### src/rtl/sram_like_arbiter.sv
// sram_like_arbiter: shares one SRAM-like slave between an instruction-fetch
// master and a MEM-stage data master, one outstanding transaction at a time.
//
// Ports:
//   clk, resetn                   clock and synchronous active-low reset
//   inst_req/wr/size/addr/wdata   fetch master request (read only)
//   inst_addr_ok/data_ok/rdata    fetch master handshake and read data
//   inst_cancel                   flush pulse; discards the fetch in flight
//   data_req/wr/size/addr/wdata   MEM-stage master request
//   data_addr_ok/data_ok/rdata    MEM-stage master handshake and read data
//   sram_req/wr/size/addr/wdata   shared slave request
//   sram_addr_ok/data_ok/rdata    shared slave handshake and read data
module sram_like_arbiter (
    input  logic        clk,
    input  logic        resetn,

    input  logic        inst_req,
    input  logic        inst_wr,
    input  logic [1:0]  inst_size,
    input  logic [31:0] inst_addr,
    input  logic [31:0] inst_wdata,
    output logic        inst_addr_ok,
    output logic        inst_data_ok,
    output logic [31:0] inst_rdata,
    input  logic        inst_cancel,

    input  logic        data_req,
    input  logic        data_wr,
    input  logic [1:0]  data_size,
    input  logic [31:0] data_addr,
    input  logic [31:0] data_wdata,
    output logic        data_addr_ok,
    output logic        data_data_ok,
    output logic [31:0] data_rdata,

    output logic        sram_req,
    output logic        sram_wr,
    output logic [1:0]  sram_size,
    output logic [31:0] sram_addr,
    output logic [31:0] sram_wdata,
    input  logic        sram_addr_ok,
    input  logic        sram_data_ok,
    input  logic [31:0] sram_rdata
);

    typedef enum logic [1:0] {
        IDLE = 2'd0,
        ADDR = 2'd1,
        DATA = 2'd2
    } state_t;

    state_t state, state_d;
    logic   owner, owner_d;      // 1 = data master owns the slave
    logic   wr_q, wr_d;          // owner's transaction is a write
    logic   discard, discard_d;  // cancelled fetch: swallow its response
    logic   sel_valid, sel_data, done;

    // State register
    always_ff @(posedge clk) begin
        if (!resetn) begin
            state   <= IDLE;
            owner   <= 1'b0;
            wr_q    <= 1'b0;
            discard <= 1'b0;
        end else begin
            state   <= state_d;
            owner   <= owner_d;
            wr_q    <= wr_d;
            discard <= discard_d;
        end
    end

    // Selection, slave forwarding, response routing and next state
    always_comb begin
        state_d      = state;
        owner_d      = owner;
        wr_d         = wr_q;
        discard_d    = discard;
        sel_valid    = 1'b0;
        sel_data     = 1'b0;
        done         = 1'b0;
        sram_req     = 1'b0;
        sram_wr      = 1'b0;
        sram_size    = 2'b0;
        sram_addr    = 32'b0;
        sram_wdata   = 32'b0;
        inst_addr_ok = 1'b0;
        data_addr_ok = 1'b0;
        inst_data_ok = 1'b0;
        data_data_ok = 1'b0;
        inst_rdata   = 32'b0;
        data_rdata   = 32'b0;

        // Outputs stay quiet while reset is asserted
        if (resetn) begin
            case (state)
                IDLE: begin
                    sel_valid = data_req | inst_req;
                    sel_data  = data_req;
                end
                ADDR: begin
                    sel_data  = owner;
                    sel_valid = owner ? data_req : inst_req;
                end
                DATA: done = sram_data_ok;
                default: ;
            endcase

            if (sel_valid) begin
                sram_req = 1'b1;
                if (sel_data) begin
                    sram_wr    = data_wr;
                    sram_size  = data_size;
                    sram_addr  = data_addr;
                    sram_wdata = data_wdata;
                end else begin
                    sram_wr    = inst_wr;
                    sram_size  = inst_size;
                    sram_addr  = inst_addr;
                    sram_wdata = inst_wdata;
                end
                inst_addr_ok = !sel_data && sram_addr_ok;
                data_addr_ok = sel_data && sram_addr_ok;
                owner_d      = sel_data;
                wr_d         = sram_wr;
                state_d      = sram_addr_ok ? DATA : ADDR;
            end

            // Cancel only matters once the fetch owns the slave
            if ((state == ADDR || state == DATA) && !owner && inst_cancel)
                discard_d = 1'b1;

            if (done) begin
                state_d      = IDLE;
                discard_d    = 1'b0;
                data_data_ok = owner;
                inst_data_ok = !owner && !discard && !inst_cancel;
                if (owner && !wr_q)
                    data_rdata = sram_rdata;
                if (inst_data_ok)
                    inst_rdata = sram_rdata;
            end
        end
    end

endmodule

### config.mk
export PLATFORM = sky130hd
export DESIGN_NAME = sram_like_arbiter
export DESIGN_NICKNAME = d
export VERILOG_FILES = /design/src/rtl/sram_like_arbiter.sv
export SDC_FILE = /design/constraint.sdc
export NUM_CORES = 1
export LEC_CHECK = 0
export ABC_AREA = 1
export CAP_MARGIN = 40
export CORE_AREA = 2 2 120 122
export DETAILED_ROUTE_END_ITERATION = 6
export DIE_AREA = 0 0 122 124
export REMOVE_ABC_BUFFERS = 1
export SLEW_MARGIN = 20
export SYNTH_ARGS = -nofsm -noshare
export SYNTH_HDL_FRONTEND = slang
export SYNTH_SLANG_ARGS = --single-unit
### constraint.sdc
create_clock -name clk -period 2.03 [get_ports clk]
set_input_delay 0.3045 -clock clk [delete_from_list [all_inputs] [get_ports clk]]
set_output_delay 0.3045 -clock clk [all_outputs]
set_load 0.03 [all_outputs]
Word-level counts from Yosys, hierarchy flattened
Cells that the tools add are included.

word-level totals
  input port bits = 173
  output and inout bits = 136
  register bits = 5

cells by class
  bitwise operators = 2
  reductions and logical operators = 15
  mux-type cells = 36
  eq/ne operators = 2

operators with widths
  kind                count
  $mux 32             12
  $mux 1              18
  $mux 2              4
  $logic_and 1x1->1   7
  $logic_not 1->1     5
  $pmux 1 s2          2
  $eq 2x1->1 const B  1
  $eq 2x2->1 const B  1
  $logic_not 2->1     1
  $reduce_or 2->1     1
  $logic_or 1x1->1    1
  $not 1->1           1
  $or 1x1->1          1

Longest topological paths before layout
Gate-level depths: netlist (run 1).

  depth in word-level cells = 7
  mapped depth = 9

Worst setup path before layout (run 1)
OpenSTA, ideal clock, no wires.

  path kind = register to output
  start point = register state[1]
  end point = output inst_addr_ok
  arrival time = 1.785 ns
  setup slack = -0.059 ns
  required time = 1.725 ns
  stages on the path, launching flop included = 7
  cell sequence = dfxtp_1 > inv_1 > ha_1 > nand2_1 > nand2_1 > clkbuf_1 > nor3b_1

between the ends
  word-level cells in the longest chain between the ends = 7
  elaborated cells between the ends (all ways) = 10
  those cells by class = eq/ne (1); mux (6); reduce/logical (3)

RTL lines
  item                                           RTL line  text
  from (decl)                                    52        state_t state, state_d;
  from (signal assigned)                         66        state <= state_d;
  $eq 2x1->1 or $logic_not 2->1 (tied branches)  96        case (state)
  $pmux 1 s2                                     96
  $mux 1                                         95        if (resetn) begin
  $logic_not 1->1                                122       inst_addr_ok = !sel_data && sram_addr_ok;
  $logic_and 1x1->1                              122
  $mux 1 (*)                                     109       if (sel_valid) begin
  $mux 1 (*)                                     95
  to (decl)                                      22        output logic inst_addr_ok,

Every way passes the cells marked *; elsewhere a longest branch is shown, timed or not. The select of a mux whose other input is x is not followed.

Final worst setup path (run 1)
  start point = register state[0]
  end point = output sram_addr[4]

between the ends
  word-level cells in the longest chain between the ends = 6
  elaborated cells between the ends (all ways) = 9
  those cells by class = eq/ne (1); mux (7); reduce/logical (1)

RTL lines
  item                                           RTL line  text
  $eq 2x1->1 or $logic_not 2->1 (tied branches)  96
  $pmux 1 s2                                     96
  $mux 1                                         95
  $mux 32                                        111       if (sel_data) begin
  $mux 32 (*)                                    109
  $mux 32 (*)                                    95
  to (decl)                                      39        output logic [31:0] sram_addr,

Marked as above.

==> results by group, run 1 <==
Outcome
  • Status: finished with violations
  • Failing checks: setup timing

Placement
  • Placed insts: slightly below 900
  • Hpwl dp: 10,600 um
  • GP Congestion: just under 0.8
  • Port Buffers: 308

Synthesis
  • Yosys cell types: 25
  • Top FF cell, synth: dfxtp_1
  • Mean Syn Cell Area: 5.07 um2
  • Synth top cells by count: nand2_1 (145), a21oi_1 (40), inv_1 (40)
  • Register bit count reported by yosys: 5
  • Gate Count Post-Synth: between 300 and 400
  • Number of synthesized flops with an enable pin: 0
  • Netlist Area Pre-Place: ~1900 um2
  • Synth area leaders: nand2_1 (28%), a21oi_2 (13%), a21oi_1 (10%)
  • Synth async-reset ratio: 0%
  • Top-count cell post-synth: nand2_1
  • Sequential area share after synthesis: around 5.2%
  • Syn. warnings: 0
  • Synth area leader: nand2_1
  • Yosys top cell area share: between 20 and 30%

Finish
  • Fill count: ~1.4k
  • N_diodes: 0
  • Post-layout nets: 888
  • Multi-input logic area: around 1800 um2
  • Share of layout cells above drive strength 1: between 40% and 50%
  • Final Non-Filler Cells: ~900
  • Layout Area Growth over Synthesis: 221%
  • Register area: roughly 110 um2

Clocking
  • H-tree Lvls: 1
  • Worst-Skew Late Latency: 230 ps
  • Clk sink count: 5
  • CTS tree: yes
  • Hold Buf Count CTS: 0
  • CTS Buffer Depth: 2
  • CTS clk-pin slew, worst paths: around 30 ps
  • Num CTS Buffers: 3
  • Root Driver: clkbuf_16

Power and ir drop
  • VDD IR-drop max: around 0.35 mV
  • Pleak: about 2.8 nW
  • Post-layout power: approximately 3.1 mW
  • PD cells: 500 nW/um2

Min path
  • Hold Path Stages: 2
  • Hold/Removal Path Class: register to register

Route
  • DR WL/cell: roughly 15 um
  • Vias: 3,775
  • Met1 wire length: between 4000 and 5000 um
  • Post-DR vias/cell: ~4.2
  • DRC: 0
  • Met2 Wirelength: 7430 um
  • Max layer used: met4
  • Iteration-0 DRC Markers: 64
  • WL met3: between 1000 and 1500 um
  • Antenna viol nets, final: 0
  • Total routed wirelength: between 10,000 and 15,000 um
  • DRT Pass-1 Iters: 4

Floorplanning
  • I/O pin cnt: 309
  • Die height: approximately 120 um
  • Row count: 43
  • Die Wd: between 100 and 150 um
  • Area of the die: 15,100 um2
  • Core ar.: 13,700 um2
  • Starting Density: approximately 14%

GRT
  • Initial antenna violation count: 0
  • First-pass GRT wire length: about 18,000 um
  • Total track usage: roughly 15%
  • Vias in the first global route: 3,648
  • Total gr overflow: 0
  • Largest net degree at the start of global routing: slightly above 40

Timing
  • Worst Skew: 0.754 ps
  • Post-route setup slack: -28.0 ps
  • Fin. max-slew vios: 0
  • Final-report hold violation count: 0
  • Worst slew margin: 82.8%
  • Period utilization: 101%
  • Setup repair after global routing missed its margin: yes
  • Measured slew at the worst slew-check pin: about 260 ps
  • Final min period: just over 2000 ps
  • Final setup violation count: 4
  • FMAX: 486 MHz

Setup path
  • Reg-to-Reg Start: state[0]
  • Peak fanout along the critical path: 5
  • CP Data Arrival Time: approximately 1800 ps
  • Req. time, crit path: 1730 ps
  • Worst Setup Start Kind: register
  • CP Capture Point: sram_addr[4]
  • CP endpoint kind: output pin
  • Worst R2R Path Depth: 8
  • Reg2Reg Setup Slack: ~710 ps
  • Reg2reg end: wr_q
  • CP Class: register to output pin
  • Crit path launch: state[0]

Run
  • MaxCap Viol Count: 0
==> placed cells by master, fill, tap and decap left out, types with 3 or more instances in the layout <==
master	count
clkdlybuf4s50_1	170
clkbuf_16	5
buf_12	27
nand2_4	4
a21oi_2	53
a21oi_4	3
nor3_2	22
inv_2	4
nand2_2	21
buf_4	103
nand2_1	121
nand3_1	4
nor3_1	18
bufbuf_16	3
nor2_2	3
inv_1	38
a21oi_1	13
buf_6	47
nor2_1	26
==> how the worst min path moves through the flow <==
stage	start	to	slack (ps)
2_1_floorplan	wr_q	wr_q	450
3_5_place_dp	wr_q	wr_q	470
5_1_grt	wr_q	wr_q	510
3_3_place_gp	wr_q	wr_q	470
6_report	wr_q	wr_q	490
4_1_cts	wr_q	wr_q	480
==> timing repair <==
item                                   in CTS  in global routing
gates resized for setup                    67                 77
pin swaps                                  31                 16
endpoints found under the hold margin       0                  0
setup endpoints to repair                  71                 88
buffers inserted                            5                  1
cloned                                      5                  2
==> worst max-delay path, cell delays in order (launching register included) <==
cell and delay (ps):
dfxtp_4 360, inv_4 50, ha_4 170, nand2_4 80
nand2_8 80, inv_8 80, buf_12 130, buf_12 110
buf_8 110, nand2_1 60, a21oi_2 140, buf_6 150
==> sequential cells by signal, summed over array words and instances, names as in the netlist <==
register	cells
owner	1
state	2
wr_q	1
discard	1
==> routing by layer <==
layer | vias up | global-route usage, %
li1 | 1859 | -
met4 | 0 | 3.45
met1 | 1706 | 15.8
met5 | - | 0
met3 | 12 | 4.17
met2 | 198 | 31.0
==> cell type report <==
cell class / instances / share of cell area (%)
Sequential cell: 5 / 1.72
Timing Repair Buffer: 357 / 61.0
Inverter: 44 / 2.82
Tap cell: 180 / 3.63
Multi-Input combinational cell: 301 / 29.6
Clock buffer: 4 / 1.27
==> cells by family (layout without fill, tap and decap cells) <==
kind of cell,count (synthesis),in the layout,synth area share (%)
compound gates,71,71,24.2
fa+ha+maj,3,3,1.94
buf+inv,75,405,17.0
flops,5,5,5.18
simple gates,227,227,51.6
==> stage by stage <==
stage	setup slack (ps)	util [%]	TNS (ps)	cell area, um2	hold WS (ps)
3_3_place_gp	-228	38.9	-4860	5330	470
2_1_floorplan	-1410	-	-93510	1770	447
6_report	-28.0	45.2	-61.7	6200	485
5_1_grt	-73.7	45.2	-1530	6200	505
3_5_place_dp	-218	38.9	-6880	5330	471
4_1_cts	-51.3	42.7	-523	5860	476
==> power by group <==
group | internal, mW | switching, mW | leakage (nW)
registers | 0.118 | 0.0172 | 0.0425
logic | 1.31 | 1.33 | 2.69
clock network | 0.261 | 0.0726 | 0.0382
total | 1.69 | 1.42 | 2.77
Note: power is estimated with default switching activity, not from simulation.
==> run 2, diff against run 1 <==
--- a/config.mk
+++ b/config.mk
@@ -11,6 +11,7 @@
 export DETAILED_ROUTE_END_ITERATION = 6
 export DIE_AREA = 0 0 122 124
 export REMOVE_ABC_BUFFERS = 1
+export SKIP_CTS_REPAIR_TIMING = 1
 export SLEW_MARGIN = 20
 export SYNTH_ARGS = -nofsm -noshare
 export SYNTH_HDL_FRONTEND = slang
==> results by group, run 2 (synthesis results as in run 1) <==
Outcome
  • Status: finished with violations
  • Failing checks: setup timing

Timing
  • Period utilization: 101% (-0.46 points)
  • Post-route setup slack: -18.6 ps (+9.41 ps)
  • Measured slew at the worst slew-check pin: 331 ps (+74.6 ps)
  • FMAX: 488 MHz (+0.46%)
  • Final-report hold violation count: 0 (unchanged)
  • Setup repair after global routing missed its margin: yes
  • Worst Skew: 1.80 ps (+1.04 ps)
  • Final setup violation count: 10 (+6)
  • Fin. max-slew vios: 0 (unchanged)
  • Worst slew margin: 77.9% (-5.0 points)
  • Final min period: 2050 ps (-9.41 ps)

Clocking
  • Num CTS Buffers: 3 (unchanged)
  • Root Driver: clkbuf_16
  • Worst-Skew Late Latency: 230 ps (about the same)
  • Clk sink count: 5 (unchanged)
  • CTS tree: yes
  • CTS Buffer Depth: 2 (unchanged)
  • CTS clk-pin slew, worst paths: 30 ps (about the same)
  • H-tree Lvls: 1 (unchanged)

Setup path
  • Buf/Inv on CP: 5 (-1)
  • Crit-path cells: inv_2 > ha_4 > nand2_4 > nand2_8 > clkinv_8 > buf_12 > buf_12 > nand2_1 > a21oi_2 > buf_6
  • Req. time, crit path: 1730 ps (about the same)
  • CP top delay family: buffers and inverters
  • Reg2Reg Setup Slack: 670 ps (-40 ps)
  • Cell mode on critical path: buf_12
  • CP max-delay cell: dfxtp_2
  • CP Data Arrival Time: 1740 ps (about the same)
  • CP endpoint kind: output pin
  • Worst Setup Start Kind: register
  • Peak fanout along the critical path: 12 (+7)
  • CP Class: register to output pin
  • Slowest stage delay, CP: 340 ps (-20 ps)

Route
  • Total routed wirelength: 13,600 um (+1.1%)
  • Post-DR vias/cell: 4.23 (-0.11%)
  • DRT Pass-1 Iters: 4 (unchanged)
  • Antenna viol nets, final: 0 (unchanged)
  • Iteration-0 DRC Markers: 58 (-9.4%)
  • DRC: 0 (unchanged)
  • Vias: 3,775 (unchanged)
  • DR WL/cell: 15.3 um (+0.97%)

GRT
  • Most crowded layer after global routing: met2
  • Vias in the first global route: 3,555 (-2.5%)
  • GR Util met3: 4.03% (-0.14 points)
  • Total track usage: 14.2% (-1.2 points)
  • GR Util met2: 29.4% (-1.6 points)
  • Largest net degree at the start of global routing: 41 (unchanged)
  • Met1 Usage GRT: 13.9% (-1.8 points)
  • Initial antenna violation count: 0 (unchanged)
  • Total gr overflow: 0 (unchanged)
  • First-pass GRT wire length: 17,200 um (-6.8%)

Power and ir drop
  • Switching Share: 46.2% (+0.57 points)
  • PD cells: 492 nW/um2 (-1.6%)
  • Seq pwr share: 4.4% (about the same)
  • Psw: 1.41 mW (-0.51%)
  • Comb power frac: 84.7% (-0.2 points)
  • Share of power burned in the clock network: 10.8% (about the same)
  • Pleak: 2.77 nW (about the same)
  • VDD IR-drop max: 0.332 mV (-5.0%)
  • Post-layout power: 3.05 mW (-1.7%)
  • Int Power: 1.64 mW (-2.8%)

Placement
  • Port Buffers: 308 (unchanged)
  • Hpwl dp: 10,600 um (unchanged)
  • GP Congestion: 0.774 (unchanged)

Floorplanning
  • Row count: 43 (unchanged)
  • Die height: 124 um (unchanged)
  • Die Wd: 122 um (unchanged)
  • Area of the die: 15,100 um2 (unchanged)
  • Starting Density: 14.1% (unchanged)
  • Core ar.: 13,700 um2 (unchanged)
  • I/O pin cnt: 309 (unchanged)

Finish
  • Share of layout cells above drive strength 1: 42.6% (-1.3 points)
  • Most frequent cells in the layout: clkdlybuf4s50_1 (170), nand2_1 (139), buf_4 (104)
  • Final Core Density: 45.1% (-0.064 points)
  • Max reg flops: 2 (unchanged)
  • Layout Area Growth over Synthesis: 221%
  • Post-layout nets: 889 (+0.11%)
  • N_diodes: 0 (unchanged)
  • Commonest non-fill, non-tap cell in the layout: clkdlybuf4s50_1
  • Most flops, register: state

Run
  • MaxCap Viol Count: 0 (unchanged)

Min path
  • Hold/Removal Path Class: register to register
## run 2: cell types whose count changed in the layout (fill, tap and decap cells not counted), sizes merged
| cell | before | now |
|---|---|---|
| clkbuf | 6 | 12 |
| dlymetal6s2s | 0 | 2 |
| dlygate4sd2 | 2 | 0 |
| bufbuf | 3 | 0 |
| buf | 180 | 178 |
| clkinv | 0 | 1 |
| inv | 44 | 43 |
## run 2: routing by layer
layer	vias to the layer above	part of all wire [%]
met3	8	9.8
met5	-	0
li1	1860	-
met4	0	0.82
met2	198	55
met1	1709	34
## run 2: worst reg2reg max path: cells and delay by family (launching register included)
family                   cells  cell delay (ps)
AND/OR/NAND/NOR              4              360
flip-flops                   1              340
buffers and inverters        2              280
adder cells (fa/ha/maj)      1              180
AO/OA/AOI/OAI                1              140
## run 2: cell type report
type | count | area (um2)
Clock buffer | 4 | 78.8
Fill cell | 1368 | 7530
Inverter | 44 | 178
Multi-Input combinational cell | 301 | 1830
Sequential cell | 5 | 106
Tap cell | 180 | 225
Timing Repair Buffer | 358 | 3770
## run 2: path summary, 6_finish.rpt
check,start,to,cells past startpoint
worst max-delay path,state[1],sram_wdata[19],10
worst max register to register,state[1],wr_q,8
worst min register to register,wr_q,wr_q,2
worst min-delay path,wr_q,wr_q,2
## run 2: power groups by stage
stage               Combinational (mW)  Sequential (mW)  Clock, mW
floorplan                        0.974            0.125          0
global placement                  2.09            0.127          0
detailed placement                2.11            0.129          0
CTS                               2.12            0.128      0.336
global route                      2.75            0.137      0.339
finish                            2.58            0.135      0.330
## run 2: metrics by stage
stage,setup WS (ps),area (um2),setup TNS [ps],std cells,hold WS (ps)
2_1_floorplan,-1410,1770,-93510,350,447
3_3_place_gp,-228,5330,-4860,875,470
3_5_place_dp,-218,5330,-6880,875,471
4_1_cts,-245,5410,-10230,879,476
5_1_grt,-72.0,6190,-1900,892,502
6_report,-18.6,6190,-66.7,892,496
